--- src/rtl/latch_ctrl_pkg.sv ---
`default_nettype none
// ============================================================================
//  Module   : latch_ctrl_pkg
//  Brief    : Shared types and default constants for the latch write arbiter
//  Revision : 1.0 - initial release
// ============================================================================
package latch_ctrl_pkg;

    localparam int N_REQ_DEF = 4;
    localparam int WIDTH_DEF = 8;

    // Write-window sequencer states
    typedef enum logic [1:0] {
        IDLE  = 2'd0,
        SETUP = 2'd1,
        WRITE = 2'd2,
        HOLD  = 2'd3
    } state_e;

endpackage : latch_ctrl_pkg
`default_nettype wire

--- src/rtl/rr_arbiter.sv ---
`default_nettype none
// ============================================================================
//  Module   : rr_arbiter
//  Brief    : Combinational round-robin picker. Searches upward from the
//             pointer with wrap and returns the first set request.
//  Revision : 1.0 - initial release
// ============================================================================
module rr_arbiter #(
    parameter int N_REQ = 4,
    parameter int IW    = (N_REQ > 1) ? $clog2(N_REQ) : 1
) (
    input  logic [N_REQ-1:0] req_i,
    input  logic [IW-1:0]    ptr_i,
    output logic [N_REQ-1:0] gnt_o,
    output logic [IW-1:0]    idx_o,
    output logic             valid_o
);

    int k;

    // First requester at or above the pointer (modulo N_REQ) wins
    always_comb begin
        gnt_o   = '0;
        idx_o   = '0;
        valid_o = 1'b0;
        k       = 0;
        for (int i = 0; i < N_REQ; i++) begin
            k = int'(ptr_i) + i;
            if (k >= N_REQ) begin
                k = k - N_REQ;
            end
            if (!valid_o && req_i[k]) begin
                valid_o  = 1'b1;
                gnt_o[k] = 1'b1;
                idx_o    = k[IW-1:0];
            end
        end
    end

endmodule : rr_arbiter
`default_nettype wire

--- src/rtl/latch_write_arbiter.sv ---
`default_nettype none
// ============================================================================
//  Module   : latch_write_arbiter
//  Brief    : Round-robin arbitration of N_REQ writers onto one shared
//             latch bank. The latch enable is sequenced through a
//             SETUP / WRITE / HOLD window so D is stable whenever the
//             bank is transparent.
//  Revision : 1.0 - initial release
// ============================================================================
module latch_write_arbiter
    import latch_ctrl_pkg::*;
#(
    parameter int N_REQ = N_REQ_DEF,
    parameter int WIDTH = WIDTH_DEF
) (
    input  logic                   i_clk,
    input  logic                   i_rst,
    input  logic [N_REQ-1:0]       i_req,
    input  logic [N_REQ*WIDTH-1:0] i_data,
    output logic [N_REQ-1:0]       o_gnt,
    output logic [N_REQ-1:0]       o_ack,
    output logic                   o_latch_en,
    output logic [WIDTH-1:0]       o_latch_d,
    output logic                   o_busy
);

    localparam int IW = (N_REQ > 1) ? $clog2(N_REQ) : 1;
    localparam logic [IW-1:0] C_LAST = IW'(N_REQ - 1);

    state_e           state_q;
    logic [IW-1:0]    ptr_q;
    logic [IW-1:0]    win_q;
    logic [N_REQ-1:0] gnt_q;
    logic [N_REQ-1:0] ack_q;
    logic             en_q;
    logic [WIDTH-1:0] d_q;
    logic             busy_q;

    logic [N_REQ-1:0] w_arb_gnt;
    logic [IW-1:0]    w_arb_idx;
    logic             w_arb_valid;
    logic [WIDTH-1:0] w_sel_data;

    rr_arbiter #(
        .N_REQ (N_REQ),
        .IW    (IW)
    ) u_rr_arbiter (
        .req_i   (i_req),
        .ptr_i   (ptr_q),
        .gnt_o   (w_arb_gnt),
        .idx_o   (w_arb_idx),
        .valid_o (w_arb_valid)
    );

    assign w_sel_data = i_data[w_arb_idx*WIDTH +: WIDTH];

    // Sequencer: grant and capture in IDLE, then walk the enable window
    always_ff @(posedge i_clk) begin
        if (i_rst) begin
            state_q <= IDLE;
            ptr_q   <= '0;
            win_q   <= '0;
            gnt_q   <= '0;
            ack_q   <= '0;
            en_q    <= 1'b0;
            d_q     <= '0;
            busy_q  <= 1'b0;
        end else begin
            case (state_q)
                IDLE: begin
                    if (w_arb_valid) begin
                        gnt_q   <= w_arb_gnt;
                        win_q   <= w_arb_idx;
                        d_q     <= w_sel_data;
                        busy_q  <= 1'b1;
                        state_q <= SETUP;
                    end
                end
                SETUP: begin
                    en_q    <= 1'b1;
                    state_q <= WRITE;
                end
                WRITE: begin
                    en_q    <= 1'b0;
                    ack_q   <= gnt_q;
                    // Next search starts just above the requester just served
                    ptr_q   <= (win_q == C_LAST) ? '0 : win_q + 1'b1;
                    state_q <= HOLD;
                end
                HOLD: begin
                    gnt_q   <= '0;
                    ack_q   <= '0;
                    busy_q  <= 1'b0;
                    state_q <= IDLE;
                end
                default: begin
                    state_q <= IDLE;
                    en_q    <= 1'b0;
                    busy_q  <= 1'b0;
                end
            endcase
        end
    end

    assign o_gnt      = gnt_q;
    assign o_ack      = ack_q;
    assign o_latch_en = en_q;
    assign o_latch_d  = d_q;
    assign o_busy     = busy_q;

endmodule : latch_write_arbiter
`default_nettype wire
--- config.mk ---
export PLATFORM = sky130hd
export DESIGN_NAME = latch_write_arbiter
export DESIGN_NICKNAME = d
export VERILOG_FILES = /design/src/rtl/latch_ctrl_pkg.sv /design/src/rtl/rr_arbiter.sv /design/src/rtl/latch_write_arbiter.sv
export SDC_FILE = /design/constraint.sdc
export NUM_CORES = 1
export LEC_CHECK = 0
export BUFFER_PORTS_ARGS = -buffer_cell sky130_fd_sc_hd__buf_2
export CORE_ASPECT_RATIO = 0.8
export CORE_MARGIN = 2
export CORE_UTILIZATION = 49
export DETAILED_ROUTE_END_ITERATION = 12
export PLACE_DENSITY = 0.79
export SLEW_MARGIN = 30
export SYNTH_ARGS = -nofsm -noshare
export SYNTH_HDL_FRONTEND = slang
export SYNTH_SLANG_ARGS = --single-unit
--- constraint.sdc ---
create_clock -name i_clk -period 3.6 [get_ports i_clk]
set_input_delay 0.18 -clock i_clk [delete_from_list [all_inputs] [get_ports i_clk]]
set_output_delay 0.18 -clock i_clk [all_outputs]
set_load 0.01 [all_outputs]
### Yosys cells after proc, flatten, opt, wreduce, memory -nomap -nowiden

Cells that the tools add are included.

* output and inout bits: 18
* input port bits: 38
* flip-flop bits (word level): 24

* multiplexer cells: 45
* add/sub/neg operators: 8
* bitwise gates (word level): 3
* reductions and logical operators: 16
* $lt $le $gt $ge: 12
* equality and inequality tests: 5
* shift-type cells: 1

Operators by type and width (number)
* 32-bit by 1-bit >= comparator with 1-bit output, second input constant: 4
* 32-bit by 4-bit less-than comparator with 1-bit output, second input constant: 4
* 32-bit two-way mux: 4
* 32-bit by 4-bit >= comparator with 1-bit output, second input constant: 3
* 32-bit by 4-bit subtractor with 32-bit output, second input constant: 3
* 32-bit by 6-bit variable part select with 8-bit output: 1
* 4-bit two-way mux: 5
* 1-bit two-way mux: 17
* 4-bit one-hot mux with 2 select lines: 2
* 2-bit two-way mux: 6
* 4-bit OR: 3
* 1-bit binary-select mux with 2-bit select: 4
* 1-bit demux with 2-bit select: 4
* 2-bit one-hot mux with 4 select lines: 1
* 1-bit logical AND: 7
* 2-bit by 2-bit adder with 3-bit output, second input constant: 2
* 2-bit equality test, second input constant: 3
* 2-bit nonzero test: 3
* 1-bit one-hot mux with 2 select lines: 2
* 2-bit AND reduction: 2
* 2-bit by 3-bit subtractor with 4-bit output, second input constant: 1
* 2-bit by 1-bit adder with 3-bit output, second input constant: 1
* 2-bit by 3-bit >= comparator with 1-bit output, second input constant: 1
* 1-bit logical NOT: 3
* 4 further kinds: 4

### Longest topological paths before layout

* word-level depth: 17
* gate-level depth with buffers: 11
* depth with buffers taken out: 8

### Modules after synthesis

Synthesis repeated with hierarchy kept, for this count alone.

* cells, all modules: 164
* area total of the unflattened synthesis: 1627.8 sq um

Modules (own cells, without submodules)
* latch_write_arbiter: sequential area each 480.5 sq um, area each 1167.4 sq um, cells an instance 116, instances 1
* rr_arbiter: sequential area each 0.0 sq um, area each 460.4 sq um, cells an instance 48, instances 1

### Worst setup path after synthesis

OpenSTA, ideal clock, no wires.

* kind: reg2reg
* from: register ptr_q[0]
* to: register d_q[0], in the netlist o_latch_d[0]
* arrival time: 2.888 ns
* path slack: 0.569 ns
* setup time: 0.143 ns
* required time: 3.457 ns
* path buffers: 3
* stages on the path, launching flop included: 12
* clock period less this slack: 3.031 ns
* cells stage by stage: dfxtp_1 > buf_2 > inv_1 > ha_1 > buf_4 > mux4_1 > nor2b_4 > nor2_1 > o21ai_4 > buf_6 > mux2i_1 > o221ai_1

* longest elaborated chain between the ends: 16
* elaborated cells on any way between the ends: 43
* classes of those cells: add/sub (7); order compare (4); shift (1); mux (24); reduce/logical (7)

Ends and longest elaborated chain
* start: declaration: RTL line latch_write_arbiter.sv:31 `logic [IW-1:0] ptr_q;`
* start signal: assignment: RTL line latch_write_arbiter.sv:87 `ptr_q <= (win_q == C_LAST) ? '0 : win_q + 1'b1;`
* branches (longest 16 deep; another with 32-bit by 4-bit subtractor with 32-bit output)
* end signal: assignment: RTL line latch_write_arbiter.sv:74 `d_q <= w_sel_data;`
* end: declaration: RTL line latch_write_arbiter.sv:36 `logic [WIDTH-1:0] d_q;`

Parallel ways; which one is timed is not known. The select of a mux whose other input is x is not followed.
A chain may end at the register's enable or synchronous reset.

### Final worst setup path

* from: register ptr_q[1]
* to: register d_q[5], in the netlist o_latch_d[5]

The elaborated chain is that of the path after synthesis.

==> flow_summary.toml <==
[worst_setup_path]
rr_endpoint = "o_latch_d[5]$_SDFFE_PP0P_"
r2r_setup_slack_ns = 0.46
path_class = "reg -> reg"
crit_family = "multiplexers"
critical_path.slowest_cell = "mux4_1"
endpoint_kind = "flip-flop"
setup.worst_path.start_class = "flip-flop"
rr_startpoint = "ptr_q[1]$_SDFFE_PP0P_"
crit_chain = "inv_1 -> ha_1 -> mux4_1 -> nor2b_4 -> nor2_1 -> o21ai_4 -> buf_4 -> mux2i_1 -> o221ai_1"
slowest_delay_ns = 0.75
crit_fanout = 16
arrival_ns = 3.27
required_ns = 3.73
r2r.worst_path.cells = 9
path_buf_inv = 2

[yosys]
synth.cell_area_mm2 = 0.001577
synth_nets = 221
postSynthAreaPerCell_um2 = 9.060
ys.flop_type = "dfxtp_1"
synth_cell_types = 39
synth_enable_flop_cells = 0
yosysSeqAreaShare_pct = 30.48
synth-seq-cells = 24
async_reset_ff_share_pct = 0
netlist_instances = 174
ys_warn_count = 0

[die]
fp.dieW_um = 67.42
die-height_um = 54.74
ios = 56
row_count = 18
coreArea_mm2 = 0.003085
start_util_pct = 51.09
dieArea_mm2 = 0.003690

[drt]
routed_via_density = 5.668
wl_per_cell_um = 13.95
ant_nets = 0
drt_iter0_drc = 62
routed_wl_um = 3696
via_count = 1502
firstDrtPassIters = 4
drc = 0

[sta]
grt_setup_unrepaired = "no"
finalSetupTns_ns = 0
period_minus_slack_ns = 3.142
fin_crit_sh_pct = 87.27
setup_viol = 0
tightestPinTransition_ns = 0.7223
drv_slew = 0
fmaxAchievable_mhz = 318.3
slew-limit-headroom_pct = 51.40
fin_skew_ns = 0.002788
hold_viol = 0

[clock_tree]
cts_tree = "built"
clockBufferDepth = 2
insertion_delay_ns = 0.27
cts-hold-fix-buffers = 0
htreeDepth = 1
post_cts_buffers = 0
cts_sinks = 24
clk_pin_slew_ns = 0.08
cts_resized = 0
root_buffer = "clkbuf_8"
numCtsBuffers = 3

[flow_run]
drv_cap = 0

[global_route]
grt_use_total_pct = 21.03
grt_pass1_wl_um = 5816
grt_max_degree = 20
antenna_found_initial = 0
gr-total-overflow = 0
grt_pass1_vias = 1283

[pwr]
p_leak_nw = 0.8388
powerDensity_mw_per_mm2 = 617.7
vdd_drop_max_mv = 0.3847
power_mw = 1.186

[worst_hold_path]
hold_depth = 3
min_to = "o_latch_d[4]$_SDFFE_PP0P_"
min_path_type = "in -> reg"
min_from = "i_data[4]"

[placement]
dp_hpwl_um = 2780
dpl.cell_count = 261
place_congestion = 0.7901
portBuffers = 55

[outcome]
status = "complete, no violations"

[cells_and_area]
drive_gt1_share_pct = 30.22
synthToLayoutAreaGrowth_pct = 21.75
finalNonFillerCells = 265
n_antenna_cell = 0
nets = 273
fillerInstances = 271
sequential cells by signal, summed over array words and instances (netlist names):
register	flops
o_ack	4
o_busy	1
o_gnt	4
o_latch_d	8
o_latch_en	1
ptr_q	2
state_q	2
win_q	2
final cells by class:
cell class                      count  area (µm²)  area share [%]
Tap cell                           40       50.05           2.608
Clock buffer                        4       55.05           2.868
Inverter                            9       33.78           1.760
Timing Repair Buffer               58       297.8           15.52
Multi-Input combinational cell    130        1002           52.22
Sequential cell                    24       480.5           25.03
worst max-delay path by stage:
stage                          startpoint                         to  slack [ns]  cells past startpoint
finish              ptr_q[1]$_SDFFE_PP0P_  o_latch_d[5]$_SDFFE_PP0P_        0.46                      9
CTS                 ptr_q[1]$_SDFFE_PP0P_  o_latch_d[7]$_SDFFE_PP0P_        0.45                      9
global route        ptr_q[1]$_SDFFE_PP0P_  o_latch_d[5]$_SDFFE_PP0P_        0.17                      9
detailed placement  ptr_q[1]$_SDFFE_PP0P_  o_latch_d[5]$_SDFFE_PP0P_        0.48                      9
floorplan           ptr_q[0]$_SDFFE_PP0P_  o_latch_d[0]$_SDFFE_PP0P_        0.57                     11
global placement    ptr_q[1]$_SDFFE_PP0P_  o_latch_d[3]$_SDFFE_PP0P_        0.58                      9
layout by cell type (no fill, tap or decap), types with 2 or more instances in the layout:
master	count
dfxtp_1	24
inv_1	9
buf_4	3
nor2_1	16
a21oi_1	6
ha_1	9
mux2i_1	26
nand2_1	18
a211oi_1	3
a22oi_1	8
nor2b_1	2
nand3_1	2
o221ai_1	12
clkbuf_8	4
nor3_1	6
buf_2	55
o21ai_0	3
cells by family (layout without fill, tap and decap cells):
kind of cell	count (synthesis)	in the layout	synth area share, %
and+or+nand+nor	55	55	17.38
muxes	28	28	19.60
DFF	24	24	30.48
xor gates and xnor gates	1	1	0.5557
buffers and inverters	20	71	5.952
AOI/OAI and AO/OA	37	37	18.89
adders and majority gates	9	9	7.143
worst reg2reg max path, stage by stage (launching register included):
cell and delay, ns:
dfxtp_1 0.52, inv_1 0.11, ha_1 0.48, mux4_1 0.75, nor2b_4 0.20, nor2_1 0.11, o21ai_4 0.16, buf_4 0.29
mux2i_1 0.25, o221ai_1 0.13
metal layers:
metal / track usage [%] / vias to the layer above / share of wire (%)
met5: 0 / - / 0
met4: 6.463 / 0 / 0.73
met3: 4.733 / 6 / 5.4
met2: 34.98 / 52 / 47
met1: 27.41 / 702 / 47
li1: - / 742 / -
report_power, final:
group          internal (mW)  total (mW)  switching, mW
registers              0.342       0.390         0.0480
logic                  0.269       0.613          0.344
clock network         0.0977       0.183         0.0852
cell usage after synthesis (3+ instances only):
master / n / area (µm²)
a211oi_1: 3 / 22.52
a21oi_1: 6 / 30.03
a22oi_1: 8 / 60.06
buf_2: 5 / 25.02
dfxtp_1: 24 / 480.5
ha_1: 9 / 112.6
inv_1: 9 / 33.78
mux2i_1: 26 / 260.3
nand2_1: 18 / 67.56
nor2_1: 16 / 60.06
nor3_1: 6 / 30.03
o21ai_0: 3 / 15.01
o221ai_1: 12 / 105.1
stage by stage:
| stage | utilization (%) | hold WS (ns) | setup slack, ns | cell area, µm² |
|---|---|---|---|---|
| CTS | 62.21 | 0.2109 | 0.4496 | 1919 |
| global route | 62.21 | 0.2272 | 0.1686 | 1919 |
| floorplan | - | 0.3797 | 0.5692 | 1577 |
| finish | 62.21 | 0.2137 | 0.4583 | 1919 |
| global placement | 60.42 | 0.4437 | 0.5829 | 1864 |
| detailed placement | 60.42 | 0.4477 | 0.4799 | 1864 |
(Power assumes the default switching activity.)
